[src/rtl/writeback_arbiter.sv]
`timescale 1ns/1ps
`default_nettype none
// ============================================================================
//  Module      : writeback_arbiter
//  Description : Shares the register-file write port between the single-cycle
//                datapath (A, priority) and memory load returns (B, buffered
//                in a small FIFO with a starvation guard). Exports a mask of
//                registers with queued loads for RAW hazard stalls.
//  Revision    : 1.0 - initial release
// ============================================================================
module writeback_arbiter #(
    parameter int WORD       = 64,
    parameter int FIFO_DEPTH = 2,
    parameter int MAX_WAIT   = 4
) (
    input  logic            clk,
    input  logic            reset,
    input  logic            a_valid,
    output logic            a_ready,
    input  logic [4:0]      a_reg,
    input  logic [WORD-1:0] a_data,
    input  logic            b_valid,
    output logic            b_ready,
    input  logic [4:0]      b_reg,
    input  logic [WORD-1:0] b_data,
    output logic            rf_we,
    output logic [4:0]      rf_addr,
    output logic [WORD-1:0] rf_data,
    output logic [31:0]     pending_mask
);

    localparam int c_ptr_w = $clog2(FIFO_DEPTH);
    localparam int c_cnt_w = c_ptr_w + 1;
    localparam int c_st_w  = $clog2(MAX_WAIT + 1);

    localparam logic [c_cnt_w-1:0] c_full     = c_cnt_w'(FIFO_DEPTH);
    localparam logic [c_st_w-1:0]  c_max_wait = c_st_w'(MAX_WAIT);
    localparam logic [4:0]         c_xzr      = 5'd31;

    // B buffer storage and bookkeeping
    logic [4:0]         r_reg_mem  [FIFO_DEPTH];
    logic [WORD-1:0]    r_data_mem [FIFO_DEPTH];
    logic [c_ptr_w-1:0] r_wr_ptr;
    logic [c_ptr_w-1:0] r_rd_ptr;
    logic [c_cnt_w-1:0] r_count;
    logic [c_st_w-1:0]  r_starve;

    logic               w_b_avail;
    logic               w_forced;
    logic               w_grant_a;
    logic               w_grant_b;
    logic               w_push;
    logic               w_pop;
    logic [4:0]         w_gnt_reg;
    logic [WORD-1:0]    w_gnt_data;
    logic [c_ptr_w-1:0] w_off   [FIFO_DEPTH];
    logic [FIFO_DEPTH-1:0] w_entry_valid;

    // Arbitration: A wins unless the B head has lost MAX_WAIT times in a row
    assign w_b_avail = (r_count != '0);
    assign w_forced  = a_valid && w_b_avail && (r_starve == c_max_wait);
    assign w_grant_a = !reset && a_valid && !w_forced;
    assign w_grant_b = !reset && w_b_avail && (!a_valid || w_forced);

    assign a_ready = w_grant_a;
    // Decoded from the registered count so a same-cycle pop never opens a full FIFO
    assign b_ready = !reset && (r_count != c_full);

    assign w_push = b_valid && b_ready;
    assign w_pop  = w_grant_b;

    assign w_gnt_reg  = w_grant_a ? a_reg  : r_reg_mem[r_rd_ptr];
    assign w_gnt_data = w_grant_a ? a_data : r_data_mem[r_rd_ptr];

    // An entry is live when its distance from the read pointer is below count
    generate
        for (genvar i = 0; i < FIFO_DEPTH; i++) begin : g_entry
            assign w_off[i]         = c_ptr_w'(i) - r_rd_ptr;
            assign w_entry_valid[i] = ({1'b0, w_off[i]} < r_count);
        end
    endgenerate

    // Hazard mask: one bit per register targeted by a queued load (XZR never stalls)
    always_comb begin
        pending_mask = '0;
        for (int i = 0; i < FIFO_DEPTH; i++) begin
            if (w_entry_valid[i] && (r_reg_mem[i] != c_xzr)) begin
                pending_mask[r_reg_mem[i]] = 1'b1;
            end
        end
    end

    // FIFO payload; no reset needed since validity is tracked by count
    always_ff @(posedge clk) begin
        if (w_push) begin
            r_reg_mem[r_wr_ptr]  <= b_reg;
            r_data_mem[r_wr_ptr] <= b_data;
        end
    end

    // FIFO pointers, occupancy and the starvation counter
    always_ff @(posedge clk or posedge reset) begin
        if (reset) begin
            r_wr_ptr <= '0;
            r_rd_ptr <= '0;
            r_count  <= '0;
            r_starve <= '0;
        end else begin
            if (w_push) begin
                r_wr_ptr <= r_wr_ptr + c_ptr_w'(1);
            end
            if (w_pop) begin
                r_rd_ptr <= r_rd_ptr + c_ptr_w'(1);
            end
            r_count <= r_count + {{c_ptr_w{1'b0}}, w_push} - {{c_ptr_w{1'b0}}, w_pop};
            if (!w_b_avail || w_grant_b) begin
                r_starve <= '0;
            end else if (a_valid && (r_starve != c_max_wait)) begin
                r_starve <= r_starve + c_st_w'(1);
            end
        end
    end

    // Registered write port; XZR grants are consumed without a write
    always_ff @(posedge clk or posedge reset) begin
        if (reset) begin
            rf_we   <= 1'b0;
            rf_addr <= '0;
            rf_data <= '0;
        end else if ((w_grant_a || w_grant_b) && (w_gnt_reg != c_xzr)) begin
            rf_we   <= 1'b1;
            rf_addr <= w_gnt_reg;
            rf_data <= w_gnt_data;
        end else begin
            rf_we   <= 1'b0;
        end
    end

endmodule
`default_nettype wire

[config.mk]
export PLATFORM = sky130hd
export DESIGN_NAME = writeback_arbiter
export DESIGN_NICKNAME = d
export VERILOG_FILES = /design/src/rtl/writeback_arbiter.sv
export SDC_FILE = /design/constraint.sdc
export NUM_CORES = 1
export LEC_CHECK = 0
export CORE_MARGIN = 4
export CORE_UTILIZATION = 44
export CTS_CLUSTER_DIAMETER = 40
export DETAILED_ROUTE_END_ITERATION = 10
export GPL_TIMING_DRIVEN = 0
export PLACE_DENSITY = 0.81
export SLEW_MARGIN = 20
export SYNTH_ARGS = -nofsm -noshare
export SYNTH_HDL_FRONTEND = slang
export SYNTH_SLANG_ARGS = --single-unit
[constraint.sdc]
create_clock -name clk -period 4.25 [get_ports clk]
set_clock_uncertainty 0.05 [all_clocks]
set_input_delay 0.425 -clock clk [delete_from_list [all_inputs] [get_ports clk]]
set_output_delay 0.425 -clock clk [all_outputs]
set_load 0.1 [all_outputs]
## Word-level counts from Yosys, hierarchy flattened

Memory sizes are Yosys's and may differ from the RTL's.
Index checks and enable logic that the tools add are counted.

- Register bits: 77
- Output and inout bits: 104
- Word-level logic and storage cells: 65
- Memory bits (writable): 138
- Memories: 2
- Bits of input ports: 142

Memory list:

| memory | depth | width | read ports | clocked after memory_dff | wr ports | line | RTL |
|---|---|---|---|---|---|---|---|
| r_data_mem | 2 | 64 | 1 | 0 | 1 | 42 | `logic [WORD-1:0] r_data_mem [FIFO_DEPTH];` |
| r_reg_mem | 2 | 5 | 3 | 0 | 1 | 41 | `logic [4:0] r_reg_mem [FIFO_DEPTH];` |

- Order comparisons: 6
- Equal/unequal tests: 6
- Add/sub/neg operators: 7
- Reduce and logical (&&, ||, !) cells: 23
- Muxes and demuxes: 13
- Bitwise operators: 1

Operator list:

| operator | number |
|---|---|
| 32-bit two-way mux | 2 |
| 64-bit two-way mux | 1 |
| 32-bit OR | 1 |
| 5-bit inequality test, second input constant | 3 |
| 1-bit logical AND | 14 |
| 5-bit by 6-bit < comparator with 1-bit output, second input constant | 2 |
| 1-bit demux with 5-bit select | 2 |
| 5-bit by 1-bit >= comparator with 1-bit output, second input constant | 2 |
| 3-bit two-way mux | 2 |
| 1-bit two-way mux | 5 |
| 5-bit two-way mux | 1 |
| 1-bit logical NOT | 4 |
| 1-bit by 2-bit < comparator with 1-bit output | 2 |
| 2-bit nonzero test | 2 |
| 3-bit by 1-bit adder with 3-bit output, second input constant | 1 |
| 3-bit equality test, second input constant | 1 |
| 1-bit logical OR | 3 |
| 3-bit inequality test, second input constant | 1 |
| 1-bit adder, second input constant | 2 |
| 2-bit by 1-bit adder with 2-bit output | 1 |
| 2-bit inequality test, second input constant | 1 |
| 1-bit subtractor, first input constant | 2 |
| 2-bit by 1-bit subtractor with 2-bit output | 1 |

## Logic depth before layout (Yosys ltp)

Gate-level depths: netlist of run 1.

- Word-level depth: 9
- Gate-level depth with buffers: 9
- Mapped depth without buffers: 9

## Worst setup path after synthesis of run 1

OpenSTA, ideal clock, no wires.

- Path kind: register to register
- From: register r_count[0]
- To: memory r_data_mem[0][0], enable pin
- Arrival time: 5352 ps
- Setup slack: -1649 ps
- Path buffers: 0
- Library setup time: 497 ps
- Data required time: 3703 ps
- Stages on the path, launching flop included: 5
- Clock period less this slack: 5899 ps
- Path through: dfrtp_1 -> inv_1 -> a21oi_1 -> nand2_1 -> nor2_1

- Cells in the longest elaborated chain, start to end: 5

RTL lines:

| what | line | RTL |
|---|---|---|
| start: declaration | 45 | `logic [c_cnt_w-1:0] r_count;` |
| start signal: assignment | 115 | `r_count <= r_count + {{c_ptr_w{1'b0}}, w_push} - {{c_ptr_w{1'b0}}, w_pop};` |
| 2-bit inequality test | 67 | `assign b_ready = !reset && (r_count != c_full);` |
| 1-bit logical AND | 67 |  |
| named net b_ready | 23 | `output logic b_ready,` |
| 1-bit logical AND | 69 | `assign w_push = b_valid && b_ready;` |
| 1-bit two-way mux | 95 | `if (w_push) begin` |
| 1-bit two-way mux (implied by the code) | 97 | `r_data_mem[r_wr_ptr] <= b_data;` |
| end: declaration | 42 |  |

The timed path passes the listed nets, and every way through them passes these cells.

## Final worst setup path of run 1

- From: register r_rd_ptr
- To: output pending_mask[12]

- Cells in the longest elaborated chain, start to end: 6
- Elaborated cells between the ends (all ways): 9
- Those cells by class: 2 x add/sub; 2 x order compare; 2 x mux; 1 x bitwise; 2 x reduce/logical

RTL lines:

| what | line | RTL |
|---|---|---|
| start: declaration | 44 | `logic [c_ptr_w-1:0] r_rd_ptr;` |
| start signal: assignment | 113 | `r_rd_ptr <= r_rd_ptr + c_ptr_w'(1);` |
| 1-bit subtractor | 78 | `assign w_off[i] = c_ptr_w'(i) - r_rd_ptr;` |
| 1-bit by 2-bit < comparator with 1-bit output | 79 | `assign w_entry_valid[i] = ({1'b0, w_off[i]} < r_count);` |
| 1-bit logical AND | 87 | `if (w_entry_valid[i] && (r_reg_mem[i] != c_xzr)) begin` |
| 32-bit two-way mux | 87 |  |
| 32-bit OR (no source line) | - |  |
| 32-bit two-way mux (*) | 87 |  |
| end: declaration | 29 | `output logic [31:0] pending_mask` |

Mark *: on every way between the ends. The rest lies on a longest branch, timed or not.

==> results of run 1 <==
## critical path, cell delays in order, from the launching register on
cell,delay [ns]
dfrtp_1,0.35
buf_2,0.21
inv_1,0.12
a21o_1,0.21
or3b_2,0.46
clkbuf_1,0.21
o22ai_1,0.27
clkdlybuf4s50_1,1.18
## area by class of cell
type                       count  area [um^2]
fill                        1518         7236
sequential                   215         6071
multi-input combinational    381         2829
timing repair buffer         249         2572
clock buffer                  35        820.8
tap                          270        337.8
buffer                        45        205.2
clock inverter                20        190.2
inverter                       8        35.03
antenna                        1        2.502
## flip-flops by register name (all words and copies together), names as in the netlist
register,count
r_data_mem,128
rf_data,64
r_reg_mem,10
rf_addr,5
r_starve,3
r_count,2
r_rd_ptr,1
r_wr_ptr,1
rf_we,1
## metrics by stage
| step | utilization | cells | setup TNS, ns | hold WS (ns) | total power, uW |
|---|---|---|---|---|---|
| after CTS | 0.6434 | 1223 | 0 | 0.3653 | 10690 |
| final | 0.6436 | 1224 | 0 | 0.3697 | 10600 |
| after floorplan | - | 649 | 0 | 0.4636 | 6851 |
| after detailed placement | 0.5936 | 1168 | 0 | 0.4448 | 8203 |
| after global placement | 0.5868 | 1163 | -141.29 | 0.4207 | 8092 |
| after global routing | 0.6436 | 1224 | 0 | 0.3925 | 11000 |
## kinds of logic (layout without fill, tap and decap cells)
family / count (synthesis) / in the layout
adder cells (fa/ha/maj): 4 / 4
other: 1 / 2
buffers and inverters: 53 / 357
multiplexers: 136 / 136
flip-flops: 215 / 215
AO/OA/AOI/OAI: 116 / 116
XOR/XNOR: 4 / 4
AND/OR/NAND/NOR: 120 / 120
## layer usage
layer | wire length (um) | vias up | track usage
met5 | 0 | - | 0
li1 | - | 3053 | -
met3 | 1657 | 52 | 0.04892
met1 | 9629 | 3180 | 0.2522
met4 | 609 | 0 | 0.06079
met2 | 12630 | 236 | 0.3647
## worst paths after layout
path	startpoint	endpoint	slack, ns	cells past startpoint
setup / recovery	r_rd_ptr$_DFFE_PP0P_	pending_mask[12]	0.25	7
hold / removal	reset	rf_addr[2]$_DFFE_PP0P_	0.37	2
setup reg to reg	r_rd_ptr$_DFFE_PP0P_	rf_data[16]$_DFFE_PP0P_	1.58	7
hold reg to reg	rf_data[23]$_DFFE_PP0P_	rf_data[23]$_DFFE_PP0P_	0.45	1
max in group asynchronous	reset	rf_data[43]$_DFFE_PP0P_	3.18	3
min in group clk	b_data[11]	r_data_mem[1][11]$_DFFE_PP_	0.42	1
## synth_stat cells, types with 3 or more instances
cell	instances
edfxtp_1	138
dfrtp_1	77
nand3_1	71
mux2_2	68
mux2i_1	67
o21ai_0	66
o22ai_1	32
clkbuf_1	21
buf_2	13
nand2_1	13
inv_1	8
a21oi_1	7
buf_1	7
nor2_1	7
nor3_1	6
nand3b_1	5
ha_1	4
nand2b_1	4
nor2b_1	4
xnor2_1	4
or3b_2	3
## power by group through the flow
stage          registers [uW]  logic, uW  clock network (uW)
6_report                 3050       5100                2450
3_5_place_dp             3080       5130                   0
3_3_place_gp             3070       5020                   0
4_1_cts                  3050       5140                2510
5_1_grt                  3100       5300                2600
2_1_floorplan            5490       1360                   0
==> impl_metrics.py, run 1 <==
metrics = {
    "global_routing": {
        "antenna_found_initial": 1,
        "grt_pass1_wl_um": 38320,
        "grt_max_degree": 49,
        "gr-total-overflow": 0,
        "grt_usage": 0.2062,
        "grt_pass1_vias": 7008,
    },
    "logic_synthesis": {
        "async_reset_ff_frac": 0.3581,
        "synth_area_per_cell_um2": 14.06,
        "synth_compound_area_frac": 0.07256,
        "synth_top_family_by_area": "multiplexers",
        "yosysSeqAreaShare": 0.6655,
        "ys_ff_latch": 215,
        "syn_inst": 649,
        "synth_xor_area_frac": 0.003840,
        "ys_warn_count": 0,
        "synth.mux.area_fraction": 0.1587,
        "synthFlopType": "edfxtp_1",
        "synth_largest_area_cell": "edfxtp_1",
        "synth_edf_count": 138,
        "synth_cell_types": 41,
        "synthAdderAreaFrac": 0.005486,
        "synth_top_area_share": 0.4543,
        "syn-num-nets": 795,
        "synthTopCellsByArea": "edfxtp_1 45%, dfrtp_1 21%, mux2_2 8.4%",
        "syn_area_um2": 9122,
        "yosys.area_share.simple": 0.06775,
    },
    "floorplanning": {
        "initial_core_util": 0.4494,
        "fp.dieH_um": 152.0,
        "die_x_um": 152.0,
        "row_count": 52,
        "die_area_um2": 23100,
        "ios": 246,
        "coreArea_um2": 20300,
    },
    "route": {
        "viasPerCell": 5.328,
        "firstDrtPassIters": 5,
        "vias": 6521,
        "drtIter0Drc": 321,
        "route.detailed.drc": 0,
        "ant_nets": 0,
        "wl_per_cell_um": 20.04,
        "wl_um": 24530,
    },
    "clocking": {
        "cts_setup_buffers": 0,
        "cts_num_sinks": 215,
        "cts_tree": "yes",
        "cts.clk_slew.worst_paths_ns": 0.05,
        "cts_resized": 0,
        "clockBufferDepth": 3,
        "clock_latency_ns": 0.53,
        "clock-root-buffer": "clkbuf_16",
        "cts_buffers": 30,
        "hold_buffers": 0,
        "htree_levels": 1,
    },
    "placement": {
        "placed_area_um2": 12050,
        "hpwl_um": 17070,
        "gp_congestion": 0.8345,
        "dp_slack_ns": 0.2529,
        "port-buffer-count": 244,
    },
    "setup_path": {
        "startpoint_type": "flop",
        "cp-end-kind": "output port",
        "required_ns": 3.77,
        "critPathArrivalTime_ns": 3.53,
        "critPathKind": "reg -> out",
        "cp_max_fo": 10,
    },
    "sta": {
        "fmax_mhz": 249.7,
        "worst_pin_slew_ns": 1.045,
        "setup_violations": 0,
        "slew_headroom": 0.3009,
        "finalHoldViolations": 0,
        "layout_min_cycle_time_ns": 4.004,
        "rsz0062_at_grt": "no",
        "post-route-worst-setup-slack_ns": 0.2457,
        "slew_viol_final": 0,
        "fin_crit_sh": 0.9422,
    },
    "power_and_ir_drop": {
        "switchingPower_uw": 4911,
        "irDropWorstVdd_mv": 0.6316,
        "netSwitchingFraction": 0.4632,
        "pwr-share-comb": 0.481,
        "power_density_nw_per_um2": 811.7,
        "seqPwrFrac": 0.288,
        "cellLeakagePower_uw": 0.004867,
        "pwr-share-clk": 0.231,
        "internal-power_uw": 5692,
    },
    "outcome": {
        "outcome": "completed",
    },
    "finish": {
        "final_cell_mix": "244 x clkdlybuf4s50_1, 138 x edfxtp_1, 77 x dfrtp_1",
        "final_area_um2": 13060,
        "final_nets": 1076,
        "layout_commonest_cell": "clkdlybuf4s50_1",
        "drive_gt1_frac": 0.1595,
        "synthToLayoutAreaGrowth_pct": 43.20,
    },
    "min_path": {
        "min_path_type": "in -> async",
    },
    "flow_run": {
        "max_cap_viol_count": 0,
    },
}
Power figures use the tool's default switching activity.
==> inputs of run 2 (changes only) <==
--- a/config.mk
+++ b/config.mk
@@ -7,7 +7,7 @@
 export LEC_CHECK = 0
 export CORE_MARGIN = 4
 export CORE_UTILIZATION = 44
-export CTS_CLUSTER_DIAMETER = 40
+export CTS_CLUSTER_DIAMETER = 30
 export DETAILED_ROUTE_END_ITERATION = 10
 export GPL_TIMING_DRIVEN = 0
 export PLACE_DENSITY = 0.81
==> run 2 against run 1 <==
  * Via count increased by 1.7%
  * Sequential share of layout area decreased by 1.7 points
  * Utilization increased by 2.4 points
  * Sequential power about the same
  * Critical path depth unchanged
==> impl_metrics.py, run 2 (synthesis gave the netlist of run 1 again) <==
metrics = {
    "outcome": {
        "outcome": "completed",
    },
    "finish": {
        "final_area_um2": 13560,
        "regMostFlops": "r_data_mem",
        "synthToLayoutAreaGrowth_pct": 48.61,
        "largest_reg_flops": 128,
        "final_cell_mix": "244 x clkdlybuf4s50_1, 138 x edfxtp_1, 77 x dfrtp_1",
        "drive_gt1_frac": 0.1782,
        "layout_commonest_cell": "clkdlybuf4s50_1",
        "reg_top3": "r_data_mem (128), rf_data (64), r_reg_mem (10)",
        "final_nets": 1091,
    },
    "sta": {
        "finalHoldViolations": 0,
        "setup_violations": 0,
        "slew_viol_final": 0,
        "fin_crit_sh": 0.9444,
        "post-route-worst-setup-slack_ns": 0.2363,
        "layout_min_cycle_time_ns": 4.014,
        "worst_pin_slew_ns": 1.036,
        "rsz0062_at_grt": "no",
        "slew_headroom": 0.3075,
        "fmax_mhz": 249.1,
        "holdWs_ns": 0.3902,
    },
    "floorplanning": {
        "initial_core_util": 0.4494,
        "die_area_um2": 23100,
        "ios": 246,
        "die_x_um": 152.0,
        "row_count": 52,
        "coreArea_um2": 20300,
        "fp.dieH_um": 152.0,
    },
    "clocking": {
        "cts_num_sinks": 215,
        "clock-root-buffer": "clkbuf_16",
        "cts_tree": "yes",
        "cts_resized": 0,
        "clock_latency_ns": 0.51,
        "hold_buffers": 0,
        "clockBufferDepth": 3,
        "htree_levels": 2,
        "cts.clk_slew.worst_paths_ns": 0.04,
        "cts_setup_buffers": 0,
        "cts_buffers": 45,
    },
    "route": {
        "viasPerCell": 5.293,
        "drtIter0Drc": 372,
        "dr.max_layer_used": "met4",
        "wl_um": 25060,
        "wl_met2_um": 12800,
        "vias": 6632,
        "wl_per_cell_um": 20.00,
        "wl_met1_um": 9987,
        "wl_met3_um": 1680,
        "route.detailed.drc": 0,
        "ant_nets": 0,
        "firstDrtPassIters": 5,
    },
    "setup_path": {
        "required_ns": 3.77,
        "cp-end-kind": "output port",
        "cp_max_fo": 10,
        "critPathKind": "reg -> out",
        "critPathArrivalTime_ns": 3.54,
        "startpoint_type": "flop",
    },
    "global_routing": {
        "grt_pass1_vias": 7270,
        "grt_usage": 0.2132,
        "antenna_found_initial": 1,
        "grt_pass1_wl_um": 39350,
        "grt_max_degree": 49,
        "gr-total-overflow": 0,
    },
    "placement": {
        "gp_congestion": 0.8345,
        "placed_area_um2": 12050,
        "dp_slack_ns": 0.2529,
        "port-buffer-count": 244,
        "hpwl_um": 17070,
    },
    "power_and_ir_drop": {
        "pwr-share-comb": 0.443,
        "internal-power_uw": 6449,
        "pwr-share-clk": 0.292,
        "switchingPower_uw": 5098,
        "cellLeakagePower_uw": 0.005073,
        "seqPwrFrac": 0.265,
        "power_uw": 11550,
        "netSwitchingFraction": 0.4415,
        "power_density_nw_per_um2": 851.7,
        "irDropWorstVdd_mv": 0.5839,
    },
    "flow_run": {
        "max_cap_viol_count": 0,
    },
    "min_path": {
        "min_path_type": "in -> async",
    },
}
## run 2: cell types whose count changed in the layout (fill, tap and decap cells not counted), sizes merged
cell      before  now
bufinv         2    4
clkbuf        57   76
clkinv        11   14
clkinvlp       2   11
inv           13    9
## run 2: path summary, 6_finish.rpt
path | endpoint | start | slack, ns | cells past startpoint
worst max-delay path | pending_mask[12] | r_rd_ptr$_DFFE_PP0P_ | 0.24 | 7
worst min-delay path | rf_addr[2]$_DFFE_PP0P_ | reset | 0.39 | 2
worst max register to register | rf_data[17]$_DFFE_PP0P_ | r_rd_ptr$_DFFE_PP0P_ | 1.56 | 7
worst min register to register | rf_data[23]$_DFFE_PP0P_ | rf_data[23]$_DFFE_PP0P_ | 0.45 | 1
max in group asynchronous | rf_data[34]$_DFFE_PP0P_ | reset | 3.17 | 3
min in group clk | r_data_mem[1][26]$_DFFE_PP_ | b_data[26] | 0.43 | 1
## run 2: worst max-delay path: stages (launching register included)
cell	delay, ns
dfrtp_1	0.34
buf_2	0.21
inv_1	0.12
a21o_1	0.23
or3b_2	0.46
clkbuf_1	0.21
o22ai_1	0.27
clkdlybuf4s50_1	1.18
## run 2: final cells by class
cell class | count | area, um^2
plain buffers | 45 | 205.2
well taps | 270 | 337.8
fillers | 1468 | 6743
clock inverters | 30 | 301.5
repair buffers | 249 | 2572
flip-flops and latches | 215 | 6071
inverters | 8 | 35.03
clock buffers | 54 | 1202
diodes | 1 | 2.502
multi-input cells | 381 | 2829
## run 2: routing by layer
metal  track usage  vias to the layer above
li1              -                     3085
met5             0                        -
met4       0.07406                        0
met2        0.3726                      248
met1        0.2561                     3251
met3       0.05631                       48
## run 2: power groups by stage
| stage | logic, uW | registers [uW] | clock network (uW) |
|---|---|---|---|
| after floorplan | 1360 | 5490 | 0 |
| after global placement | 5020 | 3070 | 0 |
| after detailed placement | 5130 | 3080 | 0 |
| after CTS | 5150 | 3060 | 3430 |
| after global routing | 5300 | 3110 | 3540 |
| final | 5120 | 3060 | 3370 |
## run 2: stage by stage
step                      instances    util  setup TNS, ns
after global placement         1163  0.5868        -141.29
after global routing           1253  0.6678              0
after CTS                      1252  0.6677              0
after floorplan                 649       -              0
final                          1253  0.6678              0
after detailed placement       1168  0.5936              0
